===== src/rtl/png_chunk_crc_seq.sv =====
// ---------------------------------------------------------------------------
// png_chunk_crc_seq
//   PNG chunk CRC sequencer. For each frame it emits a length + CRC32 result
//   for IHDR, optionally sRGB, one or more IDAT chunks (split every
//   IDAT_MAX_BYTES payload bytes), and finally IEND, in PNG file order.
//   Contains its own byte-serial / beat-wide CRC32 engine (reflected poly
//   0xEDB88320, init 0xFFFFFFFF, result inverted).
//
//   Optional feature macro: PNG_CRC_SRGB_CHUNK_EN -- when defined an sRGB
//   chunk (rendering intent 0) is emitted between IHDR and the first IDAT.
//
// Ports
//   clk, rstn            clock (rising edge), asynchronous active-low reset
//   w_i, h_i             image width / height, sampled on accepted start_i
//   bit_dep_i, clr_typ_i IHDR bit depth / colour type, sampled with start_i
//   start_i              begin a frame (accepted only while busy_o==0)
//   val_i,dat_i,num_i    IDAT payload beat, MSB byte first, num_i = bytes-1
//   lst_i                last payload beat of the frame
//   rdy_o                payload beat accepted when val_i && rdy_o
//   busy_o               frame in progress
//   val_o                one-cycle pulse: typ_o/len_o/crc_o valid
//   typ_o                0 IHDR, 1 sRGB, 2 IDAT, 3 IEND
//   len_o, crc_o         chunk data length, chunk CRC32 (type + data)
//   done_o               pulses together with the IEND result
// ---------------------------------------------------------------------------
module png_chunk_crc_seq #(
   parameter int DATA_WD        = 32,
   parameter int NUM_WD         = 2,
   parameter int SIZE_W_WD      = 10,
   parameter int SIZE_H_WD      = 10,
   parameter int IDAT_MAX_BYTES = 8192
) (
   input  logic                 clk,
   input  logic                 rstn,
   input  logic [SIZE_W_WD-1:0] w_i,
   input  logic [SIZE_H_WD-1:0] h_i,
   input  logic [7:0]           bit_dep_i,
   input  logic [7:0]           clr_typ_i,
   input  logic                 start_i,
   input  logic                 val_i,
   input  logic [DATA_WD-1:0]   dat_i,
   input  logic [NUM_WD-1:0]    num_i,
   input  logic                 lst_i,
   output logic                 rdy_o,
   output logic                 busy_o,
   output logic                 val_o,
   output logic [1:0]           typ_o,
   output logic [31:0]          len_o,
   output logic [31:0]          crc_o,
   output logic                 done_o
);

   localparam int NB = DATA_WD / 8;

   typedef enum logic [2:0] {
      S_IDLE,
      S_HDR,
      S_DTYP,
      S_DAT,
      S_GAP,
      S_END
`ifdef PNG_CRC_SRGB_CHUNK_EN
      , S_SRGB
`endif
   } state_t;

   state_t        r_state;
   state_t        r_nxt;     // state entered after the inter-chunk gap cycle
   logic [4:0]    r_idx;     // byte index within the fixed-byte phases
   logic [31:0]   r_cnt;     // IDAT payload bytes absorbed in current chunk
   logic [31:0]   r_crc;
   logic [SIZE_W_WD-1:0] r_w;
   logic [SIZE_H_WD-1:0] r_h;
   logic [7:0]    r_bd;
   logic [7:0]    r_ct;
   logic          r_val;
   logic [1:0]    r_typ;
   logic [31:0]   r_len;
   logic [31:0]   r_res;
   logic          r_done;

   logic [7:0]    w_byte;
   logic [31:0]   w_crc_b;
   logic [31:0]   w_beat_crc;
   logic [31:0]   w_cnt_nxt;
   logic [31:0]   w_w32;
   logic [31:0]   w_h32;
   logic          w_full;

   function automatic logic [31:0] crc_byte(input logic [31:0] c, input logic [7:0] b);
      logic [31:0] r;
      r = c ^ {24'h0, b};
      for (int unsigned k = 0; k < 8; k++)
         r = r[0] ? ((r >> 1) ^ 32'hEDB8_8320) : (r >> 1);
      return r;
   endfunction

   assign w_w32     = 32'(r_w);
   assign w_h32     = 32'(r_h);
   assign w_cnt_nxt = r_cnt + 32'(num_i) + 32'd1;
   assign w_full    = (num_i == NUM_WD'(NB - 1));

   // Byte fed to the CRC engine in the fixed-content phases.
   always_comb begin
      w_byte = '0;
      case (r_state)
         S_HDR: begin
            case (r_idx)
               5'd0:    w_byte = 8'h49;
               5'd1:    w_byte = 8'h48;
               5'd2:    w_byte = 8'h44;
               5'd3:    w_byte = 8'h52;
               5'd4:    w_byte = w_w32[31:24];
               5'd5:    w_byte = w_w32[23:16];
               5'd6:    w_byte = w_w32[15:8];
               5'd7:    w_byte = w_w32[7:0];
               5'd8:    w_byte = w_h32[31:24];
               5'd9:    w_byte = w_h32[23:16];
               5'd10:   w_byte = w_h32[15:8];
               5'd11:   w_byte = w_h32[7:0];
               5'd12:   w_byte = r_bd;
               5'd13:   w_byte = r_ct;
               default: w_byte = '0;
            endcase
         end
         S_DTYP: begin
            case (r_idx[1:0])
               2'd0:    w_byte = 8'h49;
               2'd1:    w_byte = 8'h44;
               2'd2:    w_byte = 8'h41;
               default: w_byte = 8'h54;
            endcase
         end
         S_END: begin
            case (r_idx[1:0])
               2'd0:    w_byte = 8'h49;
               2'd1:    w_byte = 8'h45;
               2'd2:    w_byte = 8'h4E;
               default: w_byte = 8'h44;
            endcase
         end
`ifdef PNG_CRC_SRGB_CHUNK_EN
         S_SRGB: begin
            case (r_idx)
               5'd0:    w_byte = 8'h73;
               5'd1:    w_byte = 8'h52;
               5'd2:    w_byte = 8'h47;
               5'd3:    w_byte = 8'h42;
               default: w_byte = 8'h00;
            endcase
         end
`endif
         default: w_byte = '0;
      endcase
   end

   assign w_crc_b = crc_byte(r_crc, w_byte);

   // Beat-wide CRC: absorb num_i+1 bytes starting from the MSB byte.
   always_comb begin
      w_beat_crc = r_crc;
      for (int unsigned i = 0; i < NB; i++) begin
         if (i <= 32'(num_i))
            w_beat_crc = crc_byte(w_beat_crc, dat_i[DATA_WD-1-8*i -: 8]);
      end
   end

   always_ff @(posedge clk or negedge rstn) begin
      if (!rstn) begin
         r_state <= S_IDLE;
         r_nxt   <= S_IDLE;
         r_idx   <= '0;
         r_cnt   <= '0;
         r_crc   <= '1;
         r_w     <= '0;
         r_h     <= '0;
         r_bd    <= '0;
         r_ct    <= '0;
         r_val   <= 1'b0;
         r_typ   <= '0;
         r_len   <= '0;
         r_res   <= '0;
         r_done  <= 1'b0;
      end else begin
         r_val  <= 1'b0;
         r_done <= 1'b0;
         case (r_state)
            S_IDLE: begin
               if (start_i) begin
                  r_w     <= w_i;
                  r_h     <= h_i;
                  r_bd    <= bit_dep_i;
                  r_ct    <= clr_typ_i;
                  r_idx   <= '0;
                  r_cnt   <= '0;
                  r_crc   <= '1;
                  r_state <= S_HDR;
               end
            end
            S_HDR: begin
               if (r_idx == 5'd16) begin
                  r_val   <= 1'b1;
                  r_typ   <= 2'd0;
                  r_len   <= 32'd13;
                  r_res   <= ~w_crc_b;
                  r_crc   <= '1;
                  r_idx   <= '0;
                  r_state <= S_GAP;
`ifdef PNG_CRC_SRGB_CHUNK_EN
                  r_nxt   <= S_SRGB;
`else
                  r_nxt   <= S_DTYP;
`endif
               end else begin
                  r_crc <= w_crc_b;
                  r_idx <= r_idx + 5'd1;
               end
            end
`ifdef PNG_CRC_SRGB_CHUNK_EN
            S_SRGB: begin
               if (r_idx == 5'd4) begin
                  r_val   <= 1'b1;
                  r_typ   <= 2'd1;
                  r_len   <= 32'd1;
                  r_res   <= ~w_crc_b;
                  r_crc   <= '1;
                  r_idx   <= '0;
                  r_state <= S_GAP;
                  r_nxt   <= S_DTYP;
               end else begin
                  r_crc <= w_crc_b;
                  r_idx <= r_idx + 5'd1;
               end
            end
`endif
            S_DTYP: begin
               r_crc <= w_crc_b;
               if (r_idx == 5'd3) begin
                  r_idx   <= '0;
                  r_state <= S_DAT;
               end else begin
                  r_idx <= r_idx + 5'd1;
               end
            end
            S_DAT: begin
               if (val_i) begin
                  if (lst_i) begin
                     // Last beat always closes the chunk, so a payload that
                     // lands exactly on the limit never yields an empty IDAT.
                     r_val   <= 1'b1;
                     r_typ   <= 2'd2;
                     r_len   <= w_cnt_nxt;
                     r_res   <= ~w_beat_crc;
                     r_crc   <= '1;
                     r_cnt   <= '0;
                     r_state <= S_GAP;
                     r_nxt   <= S_END;
                  end else if (w_full && (w_cnt_nxt == 32'(IDAT_MAX_BYTES))) begin
                     r_val   <= 1'b1;
                     r_typ   <= 2'd2;
                     r_len   <= 32'(IDAT_MAX_BYTES);
                     r_res   <= ~w_beat_crc;
                     r_crc   <= '1;
                     r_cnt   <= '0;
                     r_state <= S_GAP;
                     r_nxt   <= S_DTYP;
                  end else begin
                     r_crc <= w_beat_crc;
                     r_cnt <= w_cnt_nxt;
                  end
               end
            end
            S_GAP: begin
               r_idx   <= '0;
               r_state <= r_nxt;
            end
            S_END: begin
               if (r_idx == 5'd3) begin
                  r_val   <= 1'b1;
                  r_done  <= 1'b1;
                  r_typ   <= 2'd3;
                  r_len   <= 32'd0;
                  r_res   <= ~w_crc_b;
                  r_crc   <= '1;
                  r_idx   <= '0;
                  r_state <= S_IDLE;
               end else begin
                  r_crc <= w_crc_b;
                  r_idx <= r_idx + 5'd1;
               end
            end
            default: r_state <= S_IDLE;
         endcase
      end
   end

   assign rdy_o  = (r_state == S_DAT);
   assign busy_o = (r_state != S_IDLE);
   assign val_o  = r_val;
   assign typ_o  = r_typ;
   assign len_o  = r_len;
   assign crc_o  = r_res;
   assign done_o = r_done;

endmodule


===== config.mk =====
export PLATFORM = sky130hd
export DESIGN_NAME = png_chunk_crc_seq
export DESIGN_NICKNAME = d
export VERILOG_FILES = /design/src/rtl/png_chunk_crc_seq.sv
export SDC_FILE = /design/constraint.sdc
export NUM_CORES = 1
export LEC_CHECK = 0
export ABC_AREA = 1
export CORE_MARGIN = 4
export CORE_UTILIZATION = 42
export CTS_CLUSTER_DIAMETER = 100
export DETAILED_ROUTE_END_ITERATION = 16
export GPL_TIMING_DRIVEN = 1
export PLACE_DENSITY_LB_ADDON = 0.1
export SETUP_SLACK_MARGIN = 0.02
export SLEW_MARGIN = 20
export SYNTH_ARGS = -nofsm -noshare
export SYNTH_HDL_FRONTEND = slang
export SYNTH_SLANG_ARGS = --single-unit

===== constraint.sdc =====
create_clock -name clk -period 3.8 [get_ports clk]
set_input_delay 0.76 -clock clk [delete_from_list [all_inputs] [get_ports clk]]
set_output_delay 0.76 -clock clk [all_outputs]
set_load 0.005 [all_outputs]

# Word-level counts from Yosys, hierarchy flattened
# Index checks and enable logic that the tools add are counted.
# word_totals
ff_bits	179
input_bits	75
output_inout_bits	70
elab_cells	211
# op_classes
add_sub_neg	3
n_lt_le_gt_ge	3
n_eq_ne	25
muxes	101
bitwise	47
reduce_logical	18
# op_table
op	n
$mux 32	63
$not 13->14	40
$pmux 32 s3	2
$pmux 32 s5	1
$xor 32x8->32	5
$pmux 8 s10	1
$not 32->32	2
$pmux 32 s2	1
$mux 3	11
$add 32x1->32 const B	1
$add 32x2->32	1
$eq 32x14->1 const B	1
$pmux 8 s3	1
$eq 5x4->1 const B	4
$pmux 5 s4	1
$pmux 3 s6	1
$mux 5	3
$pmux 5 s3	1
$pmux 4 s3	1
$eq 5x2->1 const B	2
$eq 5x3->1 const B	2
$mux 2	5
$ne 2x2->1 const B	5
$eq 3x2->1 const B	2
other kinds (28)	40

# Depth between registers and ports, before layout
# Gate-level depths: netlist of the first run.
# logic_depth
ltp_word	76
mapped_depth	37
mapped_depth_nobuf	36

# Worst setup path before layout of the first run
# Ideal clock, no wire load.
# synth_timing
kind	input-to-reg
start	input port num_i[1]
end	register r_res[30], in the netlist crc_o[30]
setup_time_ns	0.124
arrival_ns	4.703
required_time_ns	3.676
setup_slack_ns	-1.027
cell_stages	29
path_buffers	6
cell_sequence	buf_2 inv_1 clkbuf_1 clkbuf_1 clkbuf_1 fa_1 inv_1 nand3_1 nor2_1 inv_1 nor2_1 inv_1 nor3_1 nand4_1 nor3_1 xor2_1 inv_1 nor4_1 nand2_1 nor2_1 nand3_1 nand2_2 nand3_2 nand2_2 nor2_4 buf_2 buf_2 nand2_1 nand2_1
# synth_via
elab_chain_len	31
word_cells_on_any_way	47
cone_classes	2 x add/sub; 3 x order compare; 3 x eq/ne; 23 x mux; 14 x bitwise; 2 x reduce/logical
# synth_lines
item	line_no	source
start: declaration	42	input logic [NUM_WD-1:0] num_i,
$le 1x2->1	163	if (i <= 32'(num_i))
$mux 32	163	
$xor 32x8->32	92	r = c ^ {24'h0, b};
$mux 32 (4 in series)	94	r = r[0] ? ((r >> 1) ^ 32'hEDB8_8320) : (r >> 1);
$not 13->14 (no line)	-	
$mux 32	94	
$not 13->14 (no line)	-	
$mux 32 (3 in series)	94	
[... 10 more ...]	-	
$not 13->14 (no line)	-	
$mux 32	94	
$mux 32	163	
$not 32->32	253, 262	
$mux 32	258	end else if (w_full && (w_cnt_nxt == 32'(IDAT_MAX_BYTES))) begin
$mux 32	247	if (lst_i) begin
$mux 32	246	if (val_i) begin
$pmux 32 s3	187	case (r_state)
end signal: assignment	205	r_res <= ~w_crc_b;
end signal: assignment	253	r_res <= ~w_beat_crc;
end signal: assignment	262	r_res <= ~w_beat_crc;
end: declaration	79	logic [31:0] r_res;
# Parallel ways exist; a longest one is shown, timed or not. The select of a mux whose other input is x is not followed.
# A chain may end at the register's enable or synchronous reset.

# Worst setup path after layout of the first run
# layout_timing
start	register r_crc[2]
end	register r_res[25], in the netlist crc_o[25]
# layout_via
elab_chain_len	54
word_cells_on_any_way	85
cone_classes	49 x mux; 36 x bitwise
# layout_lines
item	line_no	source
start: declaration	71	logic [31:0] r_crc;
start signal: assignment	215	r_crc <= w_crc_b;
start signal: assignment	237	r_crc <= w_crc_b;
start signal: assignment	268	r_crc <= w_beat_crc;
$xor 32x8->32	92	
$mux 32 (3 in series)	94	
$mux 32 / $not 13->14 (equally long branches)	-	
$not 13->14 (no line) / $mux 32 (equally long branches)	-	
$mux 32	94	
$not 13->14 (no line)	-	
$mux 32	94	
$not 13->14 (no line) / $mux 32 (equally long branches)	-	
[... 35 more ...]	-	
$not 13->14 (no line) / $mux 32 (equally long branches)	-	
$mux 32 (2 in series)	94	
$mux 32	163	
$not 32->32	253, 262	
$mux 32	258	
$mux 32	247	
$mux 32	246	
$pmux 32 s3 (*)	187	
# Mark *: on every way between the ends. The rest lies on a longest branch, timed or not. The select of a mux whose other input is x is not followed.

==> metrics.csv, run 1 <==
metric,value,unit
outcome,finished with violations,
violations,negative setup slack,
cp.required,4130,ps
tightestPinTransition,993,ps
min_period,4030,ps
syn_area,16600,sq um
io_buffers,144,
synth-edff-count,0,
wl_per_cell,19.1,um
clock-skew-final,12.7,ps
vias,19400,
grt_pass1_vias,19000,
detailedPlacementHpwl,54.0,mm
numClockSinks,178,
grt_antenna_before_repair,0,
ioPinCount,145,
r2r-start,r_crc[2],
cpPeakStageDelay,590,ps
clock_latency,440,ps
cp_common_cell,buf_4,
fin_nets,3218,
end_kind,register,
avgSynthCellArea,6.61,sq um
drv_cap,0,
drive_gt1_share,37.3,%
clkTransAtPathRegs,70,ps
reg2reg_setup_slack,-230,ps
yosys_warnings,0,
grt_max_degree,89,
r2r_cells,33,
gr-usage-all-layers,32.1,%
place_congestion,1.05,
setup_violations,135,
startpoint_type,register,
worst_slack,-226,ps
slew_viol_final,0,
tritoncts,yes,
rsz0062_at_grt,yes,
ctsHtreeMaxLevel,4,
mostFrequentLayoutCell,nand2_1,
yosysSeqAreaShare,27.1,%
r2r-end,crc_o[25],
crit_arrival,4360,ps
dr.pass1.iters,6,
die_h,207,um
syn_nets,2591,
yosysUniqueCellTypes,65,
tns,-16510,ps
crit_path_end,crc_o[25],
syn_inst,2507,
start_util,42.7,%
cts_root_buf,clkbuf_16,
path_max_fanout,5,
slowest_stage,dfstp_2,
place_area,21800,sq um
final_cell_mix,"nand2_1, buf_4, inv_1",
drt_iter0_drc,1296,
drc,0,
synth-main-ff-cell,dfrtp_1,
overflow,0,
hp-class,in -> async,
antenna_cells,0,
hold_ws,385,ps
rows,72,
ys_ff_latch,178,
cts_buffers,17,
routed_via_density,5.29,
area_growth,52.3,%
slew-limit-headroom,33.6,%
dieArea,42700,sq um
die_x,207,um
async_flop_share,100,%
grt_pass1_wl,106,mm
cts_hold_buf,0,
fmax,248,MHz
min_period_over_period,106,%
coreArea,38800,sq um
critPathKind,reg -> reg,
worstSetupStartpoint,r_crc[2],
preCtsSetupSlack,-1210,ps
final_area,25200,sq um
hold_viol,0,
routed_wl,70.0,mm
ctsLongestPathBuffers,2,
ant_nets,0,
-- synth_stat cells (3+ instances only) --
master	number	area share (%)
nand3_4	3	0.32
o211ai_1	9	0.41
xor2_1	175	9.2
o22ai_1	6	0.23
inv_4	3	0.11
nand2_2	91	3.4
a21boi_0	4	0.18
nand3_1	281	8.5
inv_1	253	5.7
dfstp_2	32	5.1
xor2_4	3	0.50
clkbuf_1	42	0.95
buf_2	15	0.45
xnor2_1	30	1.6
or2_1	5	0.19
buf_6	5	0.34
nor3_1	16	0.48
inv_2	19	0.43
o21ai_0	110	3.3
a22oi_1	16	0.72
o221ai_1	3	0.16
o31ai_1	3	0.14
nand2_1	837	19
nand4_1	18	0.68
a21boi_1	10	0.45
clkinv_1	3	0.068
dfrtp_1	146	22
nand3_2	37	2.2
or2_2	16	0.60
nand3b_1	6	0.27
buf_1	6	0.14
xor2_2	4	0.39
nor2_1	106	2.4
nor4_1	8	0.30
a31oi_1	5	0.19
o21bai_1	3	0.14
ha_1	8	0.60
o21ai_1	10	0.30
mux2_2	19	1.3
nand2_4	21	1.4
a221oi_1	4	0.21
a21oi_1	84	2.5
-- how the worst min path moves through the flow --
stage                    from         to  slack [ps]  depth (start not counted)
finish                   rstn   len_o[6]         390                          1
floorplan                rstn   crc_o[0]         460                          0
global route             rstn   len_o[4]         450                          1
global placement     typ_o[1]   typ_o[1]         460                          2
detailed placement  len_o[15]  len_o[15]         470                          2
CTS                      rstn   len_o[6]         420                          1
-- stage by stage --
stage | utilization, % | cells
CTS | 62.4 | 3630
global route | 65.0 | 3665
floorplan | - | 2507
detailed placement | 56.1 | 3538
finish | 65.0 | 3665
global placement | 56.1 | 3538
-- critical path, delay by kind of cell (launching register included) --
family                    cells  cell delay (ps)
DFF                           1              590
xor gates and xnor gates      1              170
and+or+nand+nor              22             1850
buffers and inverters        10             1270
-- final cells by class --
class                      count  area, sq um
clock buffer                  21          440
clock inverter                11          179
fill                        3564        13600
inverter                     278         1080
multi-input combinational   1980        12600
sequential                   178         4490
tap                          518          648
timing repair buffer         679         5780
-- registers in the layout, summed over array words and instances, names as in the netlist --
name	flops
crc_o	32
done_o	1
len_o	32
r_bd	8
r_cnt	32
r_crc	32
r_ct	8
r_h	10
r_idx	5
r_nxt	2
r_state	3
r_w	10
typ_o	2
val_o	1
-- repair_timing --
| item | CTS | global route |
|---|---|---|
| setup buffers | 62 | 35 |
| setup endpoints to repair | 136 | 136 |
| pin swaps | 150 | 79 |
| gates resized for setup | 352 | 185 |
-- cells by family after synthesis --
logic type | after synthesis | share of synthesized area (%)
xor+xnor | 215 | 12.2
simple gates | 1460 | 40.7
buf+inv | 349 | 8.43
mux | 19 | 1.29
fa+ha+maj | 9 | 0.725
compound gates | 277 | 9.55
flops | 178 | 27.1
-- layer usage --
metal	GRT usage, %	vias to the layer above	wire [um]
li1	-	9269	-
met1	41.2	9183	29000
met2	53.4	725	32900
met3	3.91	193	3950
met4	16.2	0	4220
met5	0	-	0
Power of run 1 is not shown: default switching activity piles up to over one toggle a cycle in this logic, so the estimate is an artifact.
==> run 2, diff against run 1 <==
--- a/config.mk
+++ b/config.mk
@@ -6,8 +6,9 @@
 export NUM_CORES = 1
 export LEC_CHECK = 0
 export ABC_AREA = 1
-export CORE_MARGIN = 4
-export CORE_UTILIZATION = 42
+export CELL_PAD_IN_SITES_DETAIL_PLACEMENT = 0
+export CELL_PAD_IN_SITES_GLOBAL_PLACEMENT = 1
+export CORE_UTILIZATION = 39
 export CTS_CLUSTER_DIAMETER = 100
 export DETAILED_ROUTE_END_ITERATION = 16
 export GPL_TIMING_DRIVEN = 1
==> run 2 against run 1 <==
Compared with the run above: non-clock buffer count is 1 lower; first-iteration DRC count is 5.8% lower; critical path depth is 8 lower; wire length is 2.3% higher; the flow still finishes with violations (negative setup slack); clock skew is 1.2 ps lower; design area is 4.0% higher; fmax is 1.4% higher.
==> metrics.csv, run 2 (synthesis results as in run 1) <==
metric,value,unit,change
wl_per_cell,19.4,um,+1.8%
drt_iter0_drc,1221,,-5.8%
detailedPlacementHpwl,53.9,mm,-0.15%
die_x,208,um,+0.73%
rows,75,,+4.2%
clkTransAtPathRegs,70,ps,about the same
grt_antenna_before_repair,0,,unchanged
fmax,252,MHz,+1.4%
critPathKind,reg -> reg,,
start_util,39.5,%,-3.2 points
rsz0062_at_grt,yes,,
worst_slack,-171,ps,+55.8 ps
antenna_cells,0,,unchanged
dp_cells,3549,,+0.31%
cts_buffers,17,,unchanged
cpPeakStageDelay,420,ps,-170 ps
cts_root_buf,clkbuf_16,,
slew_viol_final,0,,unchanged
vias,19200,,-0.90%
ant_nets,0,,unchanged
overflow,0,,unchanged
path_max_fanout,8,,+3
clock-skew-final,11.5,ps,-1.16 ps
die_h,208,um,+0.73%
coreArea,41900,sq um,+8.0%
cp.required,4160,ps,+30 ps
drv_cap,0,,unchanged
tritoncts,yes,,
tightestPinTransition,1000,ps,+7.53 ps
routed_via_density,5.21,,-1.5%
hp-class,in -> async,,
io_buffers,144,,unchanged
r2r-start,r_cnt[1],,
dr.pass1.iters,5,,-1
drive_gt1_share,40.7,%,+3.4 points
area_growth,58.4,%,
slew-limit-headroom,33.1,%,-0.50 points
slowest_stage,dfrtp_1,,
min_period,3970,ps,-55.8 ps
min_period_over_period,104,%,-1.5 points
ctsLongestPathBuffers,2,,unchanged
mostFrequentLayoutCell,nand2_1,,
fin_nets,3219,,+0.031%
reg2reg_setup_slack,-170,ps,+60 ps
grt_pass1_vias,19000,,+0.037%
hold_ws,319,ps,-66.1 ps
crit_arrival,4330,ps,-30 ps
setup_violations,99,,-27%
ioPinCount,145,,unchanged
grt_pass1_wl,107,mm,+0.93%
drc,0,,unchanged
routed_wl,71.7,mm,+2.3%
end_kind,register,,
r2r-end,r_crc[0],,
final_cells,3686,,+0.57%
violations,negative setup slack,,
final_cell_mix,"nand2_1, buf_4, inv_1",,
ctsHtreeMaxLevel,4,,unchanged
clock_latency,440,ps,about the same
startpoint_type,register,,
dieArea,43300,sq um,+1.5%
outcome,finished with violations,,
hold_viol,0,,unchanged
grt_max_degree,83,,-6.7%
gr-usage-all-layers,32.2,%,+0.10 points
place_congestion,0.944,,-10%
r2r_cells,25,,-24%
numClockSinks,178,,unchanged
==> run 2: changes by cell type in the layout (fill, tap and decap cells not counted), sizes merged <==
| cell | before | now |
|---|---|---|
| buf | 539 | 534 |
| bufinv | 4 | 2 |
| clkinv | 4 | 9 |
| clkdlybuf4s15 | 4 | 3 |
| dlygate4sd2 | 3 | 4 |
| nand2 | 951 | 952 |
| clkinvlp | 4 | 1 |
| clkbuf | 22 | 25 |
| inv | 277 | 278 |
==> run 2: layout make-up <==
type,count,area [sq um]
multi-input combinational,1981,13400
tap,539,674
timing repair buffer,678,6030
inverter,278,1090
timing repair inverter,1,8.76
fill,3840,15700
clock buffer,20,457
sequential,178,4490
clock inverter,11,128
==> run 2: per-stage QoR <==
step	setup TNS, ps	cell area, sq um	utilization [%]	setup slack [ps]
3_3_place_gp	-137570	21800	51.9	-1120
4_1_cts	-7010	24800	59.0	-138
5_1_grt	-46280	26200	62.6	-452
2_1_floorplan	-66820	16700	-	-592
3_5_place_dp	-147500	21800	51.9	-1190
6_report	-11120	26200	62.6	-171
==> run 2: worst max path at each step <==
stage                         start         to  slack, ps  cells past startpoint
after floorplan            num_i[1]  crc_o[30]       -590                     29
after global placement     num_i[0]  r_crc[25]      -1120                     25
after detailed placement  dat_i[24]  crc_o[17]      -1190                     33
after CTS                  num_i[0]   crc_o[0]       -140                     27
after global routing       r_cnt[1]  crc_o[20]       -450                     26
final                      r_cnt[1]   r_crc[0]       -170                     25
==> run 2: critical path, delay by kind of cell (launching register included) <==
family                   cells  cell delay (ps)
AND/OR/NAND/NOR             16             2040
XOR/XNOR                     1              220
adder cells (fa/ha/maj)      1              290
flip-flops                   1              420
AO/OA/AOI/OAI                3              400
buffers and inverters        4              490
==> run 2: timing repair <==
action	CTS	global route
endpoints found under the hold margin	0	0
buffers inserted	62	35
setup endpoints to repair	136	136
resized for setup	492	288
cloned	10	5
pin swaps	173	159
hold buffers	0	0
==> run 2: per-layer routing <==
metal  global-route usage (%)  vias up  part of all wire, %
li1                         -     9268                    -
met1                     39.9     9273                   42
met2                     56.1      507                   49
met3                     3.40      147                  4.2
met4                     15.0        0                  5.0
met5                        0        -                    0
Power of run 2 is left out for the same reason.
==> run 3, diff against run 2 <==
--- a/config.mk
+++ b/config.mk
@@ -10,6 +10,7 @@
 export CELL_PAD_IN_SITES_GLOBAL_PLACEMENT = 1
 export CORE_UTILIZATION = 39
 export CTS_CLUSTER_DIAMETER = 100
+export CTS_CLUSTER_SIZE = 24
 export DETAILED_ROUTE_END_ITERATION = 16
 export GPL_TIMING_DRIVEN = 1
 export PLACE_DENSITY_LB_ADDON = 0.1
==> results of run 3 <==
The final DEF is identical to that of run 2; final timing and power are the same.
Power of run 3 is left out for the same reason.
